--- config.mk ---
export PLATFORM = sky130hd
export DESIGN_NAME = clk_tap_sequencer
export DESIGN_NICKNAME = d
export VERILOG_FILES = /design/src/rtl/clk_tap_pkg.sv /design/src/rtl/clk_tap_sequencer_tap_counter.sv /design/src/rtl/clk_tap_sequencer.sv
export SDC_FILE = /design/constraint.sdc
export NUM_CORES = 1
export LEC_CHECK = 0
export CAP_MARGIN = 10
export CORE_MARGIN = 1.5
export CORE_UTILIZATION = 25
export CTS_BUF_LIST = sky130_fd_sc_hd__clkbuf_4
export DETAILED_ROUTE_END_ITERATION = 8
export MAX_ROUTING_LAYER = met4
export SLEW_MARGIN = 0
export SYNTH_ARGS = -nofsm -noshare
export SYNTH_HDL_FRONTEND = slang
export SYNTH_SLANG_ARGS = --single-unit
--- constraint.sdc ---
create_clock -name clk -period 4.2 [get_ports clk]
set_input_delay 1.26 -clock clk [delete_from_list [all_inputs] [get_ports clk]]
set_output_delay 1.26 -clock clk [all_outputs]
set_load 0.005 [all_outputs]
--- src/rtl/clk_tap_pkg.sv ---
`default_nettype none
// ============================================================================
//  Module      : clk_tap_pkg
//  Description : Shared types, constants and helpers for the tap sequencer.
//  Revision    : 1.0 - initial release
// ============================================================================
package clk_tap_pkg;

    // Default number of taps in the divider chain
    localparam int C_CNT_W = 4;

    // Sequencer states: STOP (idle, counter cleared), RUN (counting),
    // PEND (counting with a config waiting for the next wrap)
    typedef enum logic [1:0] {
        ST_STOP = 2'd0,
        ST_RUN  = 2'd1,
        ST_PEND = 2'd2
    } state_t;

    // AND of the taps selected by mask; an empty mask yields 0.
    // Operands are zero-extended to 32 bits so any tap count up to 32 fits.
    function automatic logic masked_and(input logic [31:0] taps,
                                        input logic [31:0] mask);
        return (mask != 32'd0) && (&(taps | ~mask));
    endfunction

endpackage
`default_nettype wire

--- src/rtl/clk_tap_sequencer_tap_counter.sv ---
`default_nettype none
// ============================================================================
//  Module      : tap_counter
//  Description : Free-running tap counter with enable, synchronous clear and
//                one-cycle tick pulses, one per tap, after each tap rises.
//  Revision    : 1.0 - initial release
// ============================================================================
module tap_counter
    import clk_tap_pkg::*;
#(
    parameter int CNT_W = C_CNT_W
) (
    input  logic             clk,
    input  logic             reset,
    input  logic             en,
    input  logic             clr,
    output logic [CNT_W-1:0] cnt,
    output logic [CNT_W-1:0] tick
);

    logic [CNT_W-1:0] r_cnt;
    logic [CNT_W-1:0] r_tick;
    logic             r_arm;   // current count value has not been ticked yet
    logic [CNT_W-1:0] w_hit;   // tap i has just risen: bit i set, lower bits clear

    generate
        for (genvar i = 0; i < CNT_W; i++) begin : g_hit
            if (i == 0) begin : g_lsb
                assign w_hit[i] = r_cnt[0];
            end else begin : g_upper
                assign w_hit[i] = r_cnt[i] & (r_cnt[i-1:0] == '0);
            end
        end
    endgenerate

    // Count on enable; the tick for a freshly reached value is issued on the
    // next enabled cycle, and ticks are suppressed while frozen or cleared.
    always_ff @(posedge clk) begin
        if (reset || clr) begin
            r_cnt  <= '0;
            r_tick <= '0;
            r_arm  <= 1'b0;
        end else if (en) begin
            r_cnt  <= r_cnt + CNT_W'(1);
            r_tick <= r_arm ? w_hit : '0;
            r_arm  <= 1'b1;
        end else begin
            r_tick <= '0;
        end
    end

    assign cnt  = r_cnt;
    assign tick = r_tick;

endmodule
`default_nettype wire

--- src/rtl/clk_tap_sequencer.sv ---
`default_nettype none
// ============================================================================
//  Module      : clk_tap_sequencer
//  Description : Synchronous divide-by-2^(i+1) tap chain with a masked AND
//                output; a valid/ready port starts, stops and reprograms the
//                mask, with changes while running deferred to counter wrap.
//  Revision    : 1.0 - initial release
// ============================================================================
module clk_tap_sequencer
    import clk_tap_pkg::*;
#(
    parameter int CNT_W = C_CNT_W
) (
    input  logic             clk,
    input  logic             reset,
    input  logic             ena,
    input  logic             cfg_valid,
    output logic             cfg_ready,
    input  logic             cfg_run,
    input  logic [CNT_W-1:0] cfg_mask,
    output logic [CNT_W-1:0] div_out,
    output logic [CNT_W-1:0] tick,
    output logic             y_out,
    output logic             running
);

    state_t           r_state;
    state_t           w_state_nxt;
    logic [CNT_W-1:0] r_mask;
    logic [CNT_W-1:0] w_mask_nxt;
    logic [CNT_W-1:0] r_pend_mask;
    logic [CNT_W-1:0] w_pend_mask_nxt;
    logic             r_pend_run;
    logic             w_pend_run_nxt;

    logic [CNT_W-1:0] w_cnt;
    logic             w_accept;
    logic             w_cnt_full;
    logic             w_count_en;
    logic             w_stop_apply;
    logic             w_clr;

    assign cfg_ready    = ~reset & (r_state != ST_PEND);
    assign w_accept     = cfg_valid & cfg_ready;
    assign w_cnt_full   = &w_cnt;
    assign w_count_en   = (r_state != ST_STOP) & ena;
    // A pending stop lands on the wrap edge: the counter and ticks clear there
    assign w_stop_apply = (r_state == ST_PEND) & ena & w_cnt_full & ~r_pend_run;
    assign w_clr        = (r_state == ST_STOP) | w_stop_apply;

    tap_counter #(
        .CNT_W (CNT_W)
    ) u_tap_counter (
        .clk   (clk),
        .reset (reset),
        .en    (w_count_en),
        .clr   (w_clr),
        .cnt   (w_cnt),
        .tick  (tick)
    );

    // State and configuration registers
    always_ff @(posedge clk) begin
        if (reset) begin
            r_state     <= ST_STOP;
            r_mask      <= '0;
            r_pend_mask <= '0;
            r_pend_run  <= 1'b0;
        end else begin
            r_state     <= w_state_nxt;
            r_mask      <= w_mask_nxt;
            r_pend_mask <= w_pend_mask_nxt;
            r_pend_run  <= w_pend_run_nxt;
        end
    end

    // Next-state: immediate apply when stopped, deferred apply while running
    always_comb begin
        w_state_nxt     = r_state;
        w_mask_nxt      = r_mask;
        w_pend_mask_nxt = r_pend_mask;
        w_pend_run_nxt  = r_pend_run;
        case (r_state)
            ST_STOP: begin
                if (w_accept) begin
                    w_mask_nxt = cfg_mask;
                    if (cfg_run) begin
                        w_state_nxt = ST_RUN;
                    end
                end
            end
            ST_RUN: begin
                if (w_accept) begin
                    w_pend_mask_nxt = cfg_mask;
                    w_pend_run_nxt  = cfg_run;
                    w_state_nxt     = ST_PEND;
                end
            end
            ST_PEND: begin
                if (ena && w_cnt_full) begin
                    w_mask_nxt  = r_pend_mask;
                    w_state_nxt = r_pend_run ? ST_RUN : ST_STOP;
                end
            end
            default: begin
                w_state_nxt = ST_STOP;
            end
        endcase
    end

    assign div_out = w_cnt;
    assign y_out   = masked_and(32'(w_cnt), 32'(r_mask));
    assign running = (r_state == ST_RUN) | (r_state == ST_PEND);

endmodule
`default_nettype wire

==> results.tsv, run 1 <==
metric	value	unit
status	complete, no violations	
area_delta_synth_final	27.8	%
clk_path_buf_depth	2	
yosys_warnings	0	
fin_skew	0.0112	ns
hold_path_end	u_tap_counter.tick[0]$_SDFF_PP0_	
num_io_pins	20	
clk_latency	0.31	ns
fillers	392	
final_nets	144	
ant_nets	0	
syn_avg_cell_area	9.17	µm²
cp.arrival	2.33	ns
p_int	438	µW
die_h	65.6	µm
power	642	µW
yosysMostFrequentCell	dfxtp_1	
tightestPinTransition	0.489	ns
port_buffers	19	
clk_pin_slew_worst_paths	0.12	ns
reg2reg_depth	6	
worst_setup_path_end_kind	output pin	
yosysSeqAreaShare	40.8	%
cts_setup_buffers	0	
setup_slack	0.615	ns
synth.distinct_cells	29	
grt_antenna_before_repair	0	
wirelength	1.82	mm
combinationalPowerShare	38.2	%
switchingPower	204	µW
cp_max_fo	2	
grt_pass1_wl	3.30	mm
ff2ff_setup_slack	1.83	ns
finalMaxSlewViolations	0	
synthTopCellsByArea	dfxtp_1, ha_1, mux2i_1	
clock.fmax	279	MHz
final_hold_viol_count	0	
final_layout_size_suffix_gt1_share	6.35	%
synth_flop_cell	dfxtp_1	
setup_tns	0	ns
drv_cap	0	
r2r-start	r_state[0]$_SDFFE_PP0P_	
grt_use_total	10.0	%
swShare	31.7	%
yosys.area.top_type	dfxtp_1	
ctsResizeCount	0	
root_buffer	clkbuf_4	
vias	774	
preCtsSetupSlack	0.606	ns
gp_congestion	0.776	
syn_area	981	µm²
die-area	4310	µm²
hpwlAfterDp	1.44	mm
grt_start_max_net_pins	14	
core_area	3720	µm²
timing.rr.end	r_state[0]$_SDFFE_PP0P_	
critical_path_required	2.94	ns
leakage	0.000452	µW
cts_inserted_buffers	3	
period_minus_slack	3.59	ns
async_reset_ff_share	0	%
drtIter0Drc	33	
start_util	26.4	%
synth.net_count	124	
insertedDiodeCount	0	
cts_tree	built	
synth-seq-cells	20	
crit_type	input pin to output pin	
pwr-share-clk	24.8	%
seqPwrFrac	37.0	%
grt_pass1_vias	788	
first_pass_iters	4	
setup_viol	0	
vias_per_cell	4.45	
rsz0062_at_grt	false	
ir_worst_vdd	0.000173	V
route.detailed.drc	0	
startpoint_type	input pin	
wire_per_inst	10.4	µm
die_w	65.6	µm
synth_top_area_share	40.8	%
netlist_instances	107	
synth_common_cells	dfxtp_1, nor2_1, mux2i_1	
clock-sinks	20	
cts_htree_levels	1	
period_share	85.4	%
slew-limit-headroom	67.2	%
hold_path_class	flip-flop to flip-flop	
synth-edff-count	0	
min_path_cells	2	
hold_buffers	0	
worstHoldStart	u_tap_counter.r_arm$_SDFFE_PP0N_	
num_rows	22	
globalRouteOverflowTotal	0	
power.density	512	nW/µm²
==> metrics by stage <==
step	cell area, µm²	util, %	std cells	hold slack (ns)
6_report	1250	33.7	174	0.474
5_1_grt	1250	33.7	174	0.498
4_1_cts	1250	33.7	174	0.474
3_5_place_dp	1200	32.3	170	0.456
3_3_place_gp	1200	32.3	170	0.454
2_1_floorplan	981	-	107	0.438
==> logic make-up after synthesis <==
| group | after synthesis | synth area share, % |
|---|---|---|
| flip-flops | 20 | 40.8 |
| AO/OA/AOI/OAI | 17 | 10.2 |
| XOR/XNOR | 3 | 2.68 |
| multiplexers | 10 | 10.3 |
| AND/OR/NAND/NOR | 37 | 19.3 |
| adder cells (fa/ha/maj) | 8 | 10.2 |
| buffers and inverters | 12 | 6.51 |
==> power by group through the flow <==
| stage | Clock, µW | Sequential (µW) | Combinational, µW |
|---|---|---|---|
| 4_1_cts | 162 | 238 | 247 |
| 6_report | 159 | 238 | 245 |
| 2_1_floorplan | 0 | 237 | 187 |
| 3_5_place_dp | 0 | 242 | 246 |
| 5_1_grt | 172 | 243 | 281 |
| 3_3_place_gp | 0 | 241 | 240 |
==> layout by cell type (no fill, tap or decap), drive strengths merged, types with 4 or more instances in the layout <==
cell / count
a21oi: 7
clkdlybuf4s50: 19
dfxtp: 20
ha: 8
inv: 7
mux2i: 9
nor2: 18
o21ai: 6
or3: 4
==> layer usage <==
layer | global-route usage, % | part of all wire (%) | vias to the layer above
li1 | - | - | 402
met1 | 10.4 | 45 | 351
met2 | 17.9 | 50 | 19
met3 | 4.11 | 5.1 | 2
met4 | 1.56 | 0.55 | 0
met5 | - | 0 | -
==> layout make-up <==
type	count	area, µm²	area share (%)
multi-input combinational	75	517	41.2
sequential	20	400	31.9
timing repair buffer	20	198	15.8
tap	48	60.1	4.79
clock inverter	1	30.0	2.40
inverter	7	26.3	2.10
clock buffer	3	22.5	1.80
==> state kept, by name, summed over array words and instances, names as in the netlist <==
| name | cells |
|---|---|
| u_tap_counter.cnt | 4 |
| r_mask | 4 |
| r_pend_mask | 4 |
| r_pend_run | 1 |
| r_state | 2 |
| u_tap_counter.r_arm | 1 |
| u_tap_counter.tick | 4 |
==> how the worst max path moves through the flow <==
stage / start / end / cells after the start
2_1_floorplan: reset / cfg_ready / 1
3_3_place_gp: reset / cfg_ready / 3
3_5_place_dp: reset / cfg_ready / 3
4_1_cts: reset / cfg_ready / 3
5_1_grt: reset / cfg_ready / 3
6_report: reset / cfg_ready / 3
==> worst max-delay path, stage by stage <==
cell	delay (ns)
clkdlybuf4s50_1	0.43
nor2_1	0.12
clkdlybuf4s50_1	0.52
Note: power is estimated with default switching activity, not from simulation.
==> run 2, diff against run 1 <==
- ABC_AREA: default -> 1
==> run 2 against run 1 <==
  * Non-clock buffer count fell by 1
  * Utilization fell by 0.85 points
  * Sequential power barely moved
  * Sequential share of layout area fell by 1.7 points
  * Via count rose by 13%
  * Register-to-register slack improved by 0.76 ns
  * First-iteration DRC count rose by 39%
  * Wire length rose by 9.7%
  * Clock power barely moved
  * Clock-buffer cell count did not move
  * Worst setup slack got worse by 0.050 ns
  * Die area rose by 6.7%
==> results.tsv, run 2 <==
metric	value	unit	change
yosysSeqAreaShare	38.1	%	-2.7 points
vias_per_cell	4.24		-4.6%
wirelength	2.00	mm	+9.7%
hold_buffers	0		unchanged
ff2ff_setup_slack	2.59	ns	+0.76 ns
swShare	37.3	%	+5.6 points
synth_common_cells	nand2_1, inv_1, nor2_1		
final_hold_viol_count	0		unchanged
clk_latency	0.30	ns	about the same
ir_worst_vdd	0.000188	V	+8.6%
period_minus_slack	3.64	ns	+0.0500 ns
startpoint_type	input pin		
status	complete, no violations		
drtIter0Drc	46		+39%
die_w	67.8	µm	+3.3%
synth.net_count	153		+23%
setup_tns	0	ns	unchanged
final_cell_mix	nand2_1, inv_1, nor2_1		
final_layout_size_suffix_gt1_share	9.62	%	+3.3 points
fin_skew	0.00531	ns	-0.00590 ns
root_buffer	clkbuf_4		
grt_pass1_wl	3.33	mm	+0.82%
synth-seq-cells	20		unchanged
synth.distinct_cells	23		-21%
p_int	472	µW	+7.9%
synth-edff-count	0		unchanged
hold_path_class	flip-flop to flip-flop		
die_h	67.8	µm	+3.3%
worstPathCellList	clkdlybuf4s50_1, nor2_4, clkdlybuf4s50_1		
grt_start_max_net_pins	13		-1
cp.arrival	2.38	ns	+0.05 ns
grt_pass1_vias	785		-0.38%
finalMaxSlewViolations	0		unchanged
num_rows	23		+4.5%
power.density	569	nW/µm²	+11%
switchingPower	281	µW	+38%
async_reset_ff_share	0	%	unchanged
pwr-share-clk	21.1	%	-3.7 points
tightestPinTransition	0.433	ns	-0.0559 ns
ant_nets	0		unchanged
synth_top_area_share	38.1	%	-2.7 points
seqPwrFrac	32.0	%	-5.0 points
final_common_cell	nand2_1		
start_util	26.1	%	-0.34 points
vias	874		+13%
critical_path_required	2.94	ns	about the same
clock-sinks	20		unchanged
period_share	86.6	%	+1.2 points
wire_per_inst	9.68	µm	-7.3%
cts_setup_buffers	0		unchanged
drv_cap	0		unchanged
cts_htree_levels	1		unchanged
cts_inserted_buffers	3		unchanged
rsz0062_at_grt	false		
syn_area	1050	µm²	+7.0%
combinationalPowerShare	46.9	%	+8.7 points
grt_antenna_before_repair	0		unchanged
cp_slowest_cell	clkdlybuf4s50_1		
yosys.area.top_type	dfxtp_1		
core_area	4030	µm²	+8.4%
die-area	4600	µm²	+6.7%
slew-limit-headroom	71.1	%	+3.9 points
yosysMostFrequentCell	nand2_1		
cts_tree	built		
worst_setup_path_end_kind	output pin		
area_delta_synth_final	26.2	%	
insertedDiodeCount	0		unchanged
crit_type	input pin to output pin		
ctsResizeCount	0		unchanged
setup_viol	0		unchanged
port_buffers	19		unchanged
cp_slowest_stage_delay	0.51	ns	about the same
leakage	0.000536	µW	+19%
grt_use_total	10.2	%	+0.20 points
seqCellArea	400	µm²	unchanged
synthTopCellsByArea	dfxtp_1, ha_1, nand2_1		
clk_path_buf_depth	2		unchanged
num_io_pins	20		unchanged
gp_congestion	0.704		-9.4%
synth_flop_cell	dfxtp_1		
hpwlAfterDp	1.56	mm	+8.1%
final_nets	174		+21%
route.detailed.drc	0		unchanged
cp_max_fo	3		+1
fillers	450		+15%
postPlaceCellArea	1270	µm²	+5.9%
clk_pin_slew_worst_paths	0.11	ns	about the same
clock.fmax	275	MHz	-1.4%
first_pass_iters	4		unchanged
syn_avg_cell_area	7.72	µm²	-16%
stdcell_area	1330	µm²	+5.7%
multiInputGateArea	537	µm²	+3.9%
whs	0.452	ns	-0.0226 ns
globalRouteOverflowTotal	0		unchanged
cp_common_cell	clkdlybuf4s50_1		
yosys_warnings	0		unchanged
netlist_instances	136		+27%
[run 2: cell types whose count changed after synthesis, moves of 3 or more]
cell / delta
inv_1: +15
nor2_1: +4
mux2i_1: -9
or3_1: -4
nand2_1: +22
xnor2_1: -3
mux2_2: +3
nand3_1: +4
[run 2: critical path: cells and delay by family]
family                 cells  cell delay [ns]
buffers and inverters      2             0.98
and+or+nand+nor            1             0.13
[run 2: cells by family (layout without fill, tap and decap cells)]
| family | Yosys count | in the layout | synth area share (%) |
|---|---|---|---|
| AND/OR/NAND/NOR | 62 | 62 | 27.2 |
| buffers and inverters | 25 | 45 | 10.7 |
| flip-flops | 20 | 20 | 38.1 |
| AO/OA/AOI/OAI | 15 | 15 | 8.46 |
| adder cells (fa/ha/maj) | 8 | 8 | 9.54 |
| multiplexers | 4 | 4 | 4.29 |
| XOR/XNOR | 2 | 2 | 1.67 |
[run 2: stage by stage]
stage	utilization [%]	total power (µW)	setup WS (ns)	std cells
6_report	32.9	753	0.565	206
5_1_grt	32.9	822	0.524	206
4_1_cts	32.9	769	0.558	206
3_5_place_dp	31.6	604	0.563	202
3_3_place_gp	31.6	603	0.577	202
2_1_floorplan	-	513	1.59	136
[run 2: per-layer routing]
| metal | track usage (%) | wire length [µm] |
|---|---|---|
| met5 | - | 0 |
| met4 | 4.50 | 18 |
| met3 | 3.50 | 72 |
| met2 | 16.2 | 941 |
| met1 | 11.6 | 962 |
[run 2: area by class of cell]
class | count | area share, %
Tap cell | 50 | 4.72
Multi-Input combinational cell | 91 | 40.5
Inverter | 22 | 6.23
Timing Repair Buffer | 19 | 14.4
Clock inverter | 1 | 2.27
Sequential cell | 20 | 30.2
Clock buffer | 3 | 1.70
[run 2: final timing paths]
check / from / cells past startpoint / end
hold / removal: r_pend_mask[3]$_SDFFE_PP0P_ / 2 / r_pend_mask[3]$_SDFFE_PP0P_
hold reg to reg: r_pend_mask[3]$_SDFFE_PP0P_ / 2 / r_pend_mask[3]$_SDFFE_PP0P_
setup / recovery: reset / 3 / cfg_ready
setup reg to reg: r_state[0]$_SDFFE_PP0P_ / 9 / r_state[0]$_SDFFE_PP0P_
[run 2: power groups by stage]
stage | logic (µW) | clock network, µW | registers (µW)
after floorplan | 272 | 0 | 241
after global placement | 359 | 0 | 245
after detailed placement | 358 | 0 | 246
after CTS | 361 | 166 | 241
after global routing | 403 | 173 | 245
final | 354 | 159 | 241
